### config.mk
export PLATFORM = sky130hd
export DESIGN_NAME = init_number_pipe
export DESIGN_NICKNAME = d
export VERILOG_FILES = /design/src/rtl/init_number_pipe.sv
export SDC_FILE = /design/constraint.sdc
export NUM_CORES = 1
export LEC_CHECK = 0
export BUFFER_PORTS_ARGS = -buffer_cell sky130_fd_sc_hd__buf_2
export CAP_MARGIN = 20
export CORE_MARGIN = 2
export CORE_UTILIZATION = 40
export DETAILED_ROUTE_END_ITERATION = 16
export REMOVE_ABC_BUFFERS = 1
export SYNTH_ARGS = -nofsm -noshare
export SYNTH_HDL_FRONTEND = slang
export SYNTH_SLANG_ARGS = --single-unit
### constraint.sdc
create_clock -name clk -period 5.9 [get_ports clk]
set_input_delay 1.18 -clock clk [delete_from_list [all_inputs] [get_ports clk]]
set_output_delay 1.18 -clock clk [all_outputs]
set_load 0.1 [all_outputs]
### src/rtl/init_number_pipe.sv
// Two-stage operand-alignment front end for FP add/sub: exponent compare, mantissa
// right-shift with sticky, magnitude ordering and sign rule, with valid/ready on both sides.
module init_number_pipe #(
    parameter int EXP_W = 8,
    parameter int MAN_W = 28
) (
    input  logic             clk,
    input  logic             rst,
    input  logic             in_valid,
    output logic             in_ready,
    input  logic             op_sub,
    input  logic             sign_A,
    input  logic             sign_B,
    input  logic [EXP_W-1:0] exp_A,
    input  logic [EXP_W-1:0] exp_B,
    input  logic [MAN_W-1:0] mantis_A,
    input  logic [MAN_W-1:0] mantis_B,
    output logic             out_valid,
    input  logic             out_ready,
    output logic             sign_of_great,
    output logic             sign_of_small,
    output logic [EXP_W-1:0] exp,
    output logic [MAN_W-1:0] mantis_great,
    output logic [MAN_W-1:0] mantis_small,
    output logic             sticky,
    output logic             equal,
    output logic             eff_sub
);
    localparam int STAGES = 2;

    typedef struct packed {
        logic             sign_a;
        logic             sign_b;    // already includes op_sub
        logic             shift_b;   // 1: B is the shifted operand, A is the non-shifted one
        logic [EXP_W-1:0] exp_max;
        logic [EXP_W-1:0] diff;
        logic [MAN_W-1:0] shift_man;
        logic [MAN_W-1:0] non_man;
    } s1_t;

    logic [STAGES:1] vld_pipe;
    logic            s1_adv, s2_adv;
    s1_t             s1_d, s1_q;

    assign s2_adv    = ~vld_pipe[2] | out_ready;
    assign s1_adv    = ~vld_pipe[1] | s2_adv;
    assign in_ready  = s1_adv;
    assign out_valid = vld_pipe[2];

    // Stage 1: exponent compare and operand steering
    always_comb begin
        s1_d         = '0;
        s1_d.sign_a  = sign_A;
        s1_d.sign_b  = sign_B ^ op_sub;
        s1_d.shift_b = (exp_A >= exp_B);
        if (s1_d.shift_b) begin
            s1_d.exp_max   = exp_A;
            s1_d.diff      = exp_A - exp_B;
            s1_d.shift_man = mantis_B;
            s1_d.non_man   = mantis_A;
        end else begin
            s1_d.exp_max   = exp_B;
            s1_d.diff      = exp_B - exp_A;
            s1_d.shift_man = mantis_A;
            s1_d.non_man   = mantis_B;
        end
    end

    always_ff @(posedge clk) begin
        if (rst) begin
            vld_pipe[1] <= 1'b0;
            s1_q        <= '0;
        end else if (s1_adv) begin
            vld_pipe[1] <= in_valid;
            if (in_valid) s1_q <= s1_d;
        end
    end

    // Stage 2: alignment shift, sticky, ordering
    logic             full_shift;
    logic [MAN_W-1:0] shifted, out_mask;
    logic             st;
    logic             mag_gt, mag_eq;
    logic             sign_shift, sign_non;
    logic             great_is_shift;

    always_comb begin
        full_shift = (int'(s1_q.diff) >= MAN_W);
        shifted    = full_shift ? '0 : (s1_q.shift_man >> s1_q.diff);
        out_mask   = full_shift ? '1 : ~({MAN_W{1'b1}} << s1_q.diff);
        st         = |(s1_q.shift_man & out_mask);
        mag_gt     = {shifted, st} >  {s1_q.non_man, 1'b0};
        mag_eq     = {shifted, st} == {s1_q.non_man, 1'b0};
        sign_shift = s1_q.shift_b ? s1_q.sign_b : s1_q.sign_a;
        sign_non   = s1_q.shift_b ? s1_q.sign_a : s1_q.sign_b;
        // Tie: the positive operand wins when signs differ, otherwise A wins
        if (!mag_eq)                    great_is_shift = mag_gt;
        else if (sign_shift != sign_non) great_is_shift = ~sign_shift;
        else                             great_is_shift = ~s1_q.shift_b;
    end

    always_ff @(posedge clk) begin
        if (rst) begin
            vld_pipe[2]   <= 1'b0;
            sign_of_great <= 1'b0;
            sign_of_small <= 1'b0;
            exp           <= '0;
            mantis_great  <= '0;
            mantis_small  <= '0;
            sticky        <= 1'b0;
            equal         <= 1'b0;
            eff_sub       <= 1'b0;
        end else if (s2_adv) begin
            vld_pipe[2] <= vld_pipe[1];
            if (vld_pipe[1]) begin
                sign_of_great <= great_is_shift ? sign_shift : sign_non;
                sign_of_small <= great_is_shift ? sign_non : sign_shift;
                exp           <= s1_q.exp_max;
                mantis_great  <= great_is_shift ? shifted : s1_q.non_man;
                mantis_small  <= great_is_shift ? s1_q.non_man : shifted;
                sticky        <= st;
                equal         <= mag_eq;
                eff_sub       <= sign_shift ^ sign_non;
            end
        end
    end

endmodule

==> results.sh <==
export IMPL_clkSlewWorstSetupHoldPaths_ps=60
export IMPL_synth_ff_type="dfxtp_1"
export IMPL_hpwlAfterDp_um=21100
export IMPL_place_gp_congestion=0.998
export IMPL_placedCellCount=1568
export IMPL_grt_pass1_vias=8667
export IMPL_synth_edf_count=0
export IMPL_status="complete, no violations"
export IMPL_fin_crit_ps=5040
export IMPL_die_width_um=160
export IMPL_postCtsSetupRepairBufs=0
export IMPL_fp_row_count=56
export IMPL_hold_viol=0
export IMPL_setup_viol=0
export IMPL_netlist_top_cells_area="dfxtp_1, mux2i_1, nor2_1, a211oi_1, ha_1"
export IMPL_clockBufferDepth=2
export IMPL_synthesis_instances=1172
export IMPL_tritoncts="yes"
export IMPL_crit_end="mantis_great[4]$_SDFFE_PP0P_"
export IMPL_tightest_slew_ps=894
export IMPL_hold_start="exp[5]$_SDFFE_PP0P_"
export IMPL_grt_ovfl_total=0
export IMPL_ir_drop_v=0.000158
export IMPL_clockRootBuffer="clkbuf_16"
export IMPL_r2r_start="s1_q[57]$_SDFFE_PP0P_"
export IMPL_routed_via_count=8959
export IMPL_grt_max_degree=75
export IMPL_final_core_util_pct=47.9
export IMPL_grt_pass1_wl_um=46100
export IMPL_cp_required_ps=6240
export IMPL_viasPerCell=5.60
export IMPL_synth_async_reset_ratio_pct=0
export IMPL_final_antenna_net_count=0
export IMPL_layout_commonest_cell="nor2_1"
export IMPL_ys_seq_elements=146
export IMPL_relSlewSlack_pct=40.3
export IMPL_path_buf_inv=2
export IMPL_drv_slew=0
export IMPL_fin_nets=1392
export IMPL_layout_drive_gt1_share_pct=20.5
export IMPL_synth_area_leader_cell="dfxtp_1"
export IMPL_top_level_ports=150
export IMPL_p_total_mw=3.71
export IMPL_die_height_um=160
export IMPL_area_delta_synth_final_pct=16.7
export IMPL_ff2ff_setup_slack_ps=860
export IMPL_critPathLaunchType="flop"
export IMPL_grtUsageTotal_pct=22.2
export IMPL_syn_avg_cell_area_um2=8.27
export IMPL_rsz0062_at_grt="no"
export IMPL_worst_slack_ps=862
export IMPL_critPathMaxStageDelay_ps=900
export IMPL_worstPathCellList="buf_4, nor3_1, and3_1, a22oi_1, nand2_1, o21ai_0, a21oi_1, ha_1, nand2_1, nor4_1, nand3_1, a2111oi_0, nand4_1, a21bo_4, buf_12, mux2_2, nor3_1"
export IMPL_yosysTopAreaCellShare_pct=30.2
export IMPL_drt_total_wl_um=28300
export IMPL_fin_crit_sh_pct=85.4
export IMPL_startpoint="s1_q[57]$_SDFFE_PP0P_"
export IMPL_min_path_type="flop to flop"
export IMPL_layout_common_cells="nor2_1, buf_2, dfxtp_1"
export IMPL_path_depth=17
export IMPL_fin_worst_skew_ps=9.53
export IMPL_cp_max_fo=42
export IMPL_cts_resized_gates=0
export IMPL_whs_ps=452
export IMPL_core_area_um2=23600
export IMPL_wire_per_inst_um=17.7
export IMPL_diodes=0
export IMPL_yosysWarnings=0
export IMPL_yosysSeqAreaShare_pct=30.2
export IMPL_placed_area_um2=10700
export IMPL_maxCapViolCount=0
export IMPL_drt_iter0_markers=664
export IMPL_clock_latency_ps=420
export IMPL_max_freq_ghz=0.198
export IMPL_instances_no_fill=1600
export IMPL_crit_type="flop to flop"
export IMPL_synth_distinct_cells=73
export IMPL_start_util_pct=41.1
export IMPL_io_buffers=149
export IMPL_grt_antenna_before_repair=0
export IMPL_fillers=2390
export IMPL_pre_cts_ws_ps=882
export IMPL_cp_slowest_cell="dfxtp_1"
export IMPL_cp_arrival_ps=5380
export IMPL_drc_errors=0
export IMPL_r2r_worst_path_cells=17
export IMPL_timing_setup_tns_ps=0
export IMPL_postCtsHoldBufs=0
export IMPL_r2r_end="mantis_great[4]$_SDFFE_PP0P_"
export IMPL_cts_sinks=146
export IMPL_design_area_um2=11300
export IMPL_synthesis_area_um2=9690
export IMPL_h_tree_depth=4
export IMPL_power_leakage_nw=4.71
export IMPL_cellPowerDensity_nw_per_um2=328
export IMPL_critPathCaptureType="flop"
export IMPL_critPathTopFamily="simple AND/OR/NAND/NOR gates"
export IMPL_cts_buffers=17
export IMPL_firstDrtPassIters=5
export IMPL_die_area_um2=25500
-- final cells by class --
type                            count  area, um^2  area share, %
Clock buffer                       21         450           3.98
Clock inverter                     11         200           1.77
Inverter                           50         188           1.66
Multi-Input combinational cell    878        6170           54.5
Sequential cell                   146        2920           25.8
Tap cell                          319         399           3.53
Timing Repair Buffer              175         981           8.67
-- registers in the layout, indices dropped and copies added, names as in the netlist, 8 cells and up --
| name | count |
|---|---|
| s1_q | 75 |
| mantis_great | 28 |
| mantis_small | 28 |
| exp | 8 |
-- power breakdown --
| group | switching, mW | internal [mW] | leakage, nW |
|---|---|---|---|
| logic | 0.882 | 0.446 | 3.19 |
| registers | 0.103 | 1.07 | 1.21 |
| clock network | 0.440 | 0.767 | 0.309 |
-- worst min path at each step --
stage / to / slack (ps) / cells after the start
4_1_cts: exp[5]$_SDFFE_PP0P_ / 460 / 2
3_5_place_dp: exp[5]$_SDFFE_PP0P_ / 450 / 2
2_1_floorplan: exp[0]$_SDFFE_PP0P_ / 430 / 2
6_report: exp[5]$_SDFFE_PP0P_ / 450 / 2
5_1_grt: exp[5]$_SDFFE_PP0P_ / 470 / 2
3_3_place_gp: exp[0]$_SDFFE_PP0P_ / 440 / 2
-- logic make-up (layout without fill, tap and decap cells) --
logic type | Yosys count | in the layout | synth area share [%]
XOR/XNOR | 6 | 6 | 0.542
flip-flops | 146 | 146 | 30.2
AO/OA/AOI/OAI | 259 | 259 | 18.9
multiplexers | 146 | 146 | 18.2
buffers and inverters | 148 | 257 | 6.44
adder cells (fa/ha/maj) | 46 | 46 | 6.07
AND/OR/NAND/NOR | 421 | 421 | 19.7
-- synth_stat cells, drive strengths merged, types with 10 or more instances --
cell type	number
nand2b	12
inv	50
o21ai	36
mux4	23
o22ai	10
a21oi	48
nor2	189
o21a	10
buf	32
mux2	11
a211oi	80
a31oi	11
nor3	77
clkbuf	66
dfxtp	146
mux2i	112
a2111oi	13
nand2	84
ha	43
-- worst reg2reg max path, stage by stage (launching register included) --
cell,delay (ps)
dfxtp_1,900
buf_4,360
nor3_1,150
and3_1,280
a22oi_1,430
nand2_1,130
o21ai_0,110
a21oi_1,110
ha_1,310
nand2_1,70
nor4_1,320
nand3_1,170
a2111oi_0,390
nand4_1,140
a21bo_4,320
buf_12,270
mux2_2,380
nor3_1,120
-- routing by layer --
layer  part of all wire, %  track usage [%]
met3                   5.4             3.97
met2                    46             35.6
met5                     0                0
met1                    46             30.2
met4                   2.5             7.52
Power figures use the tool's default switching activity.
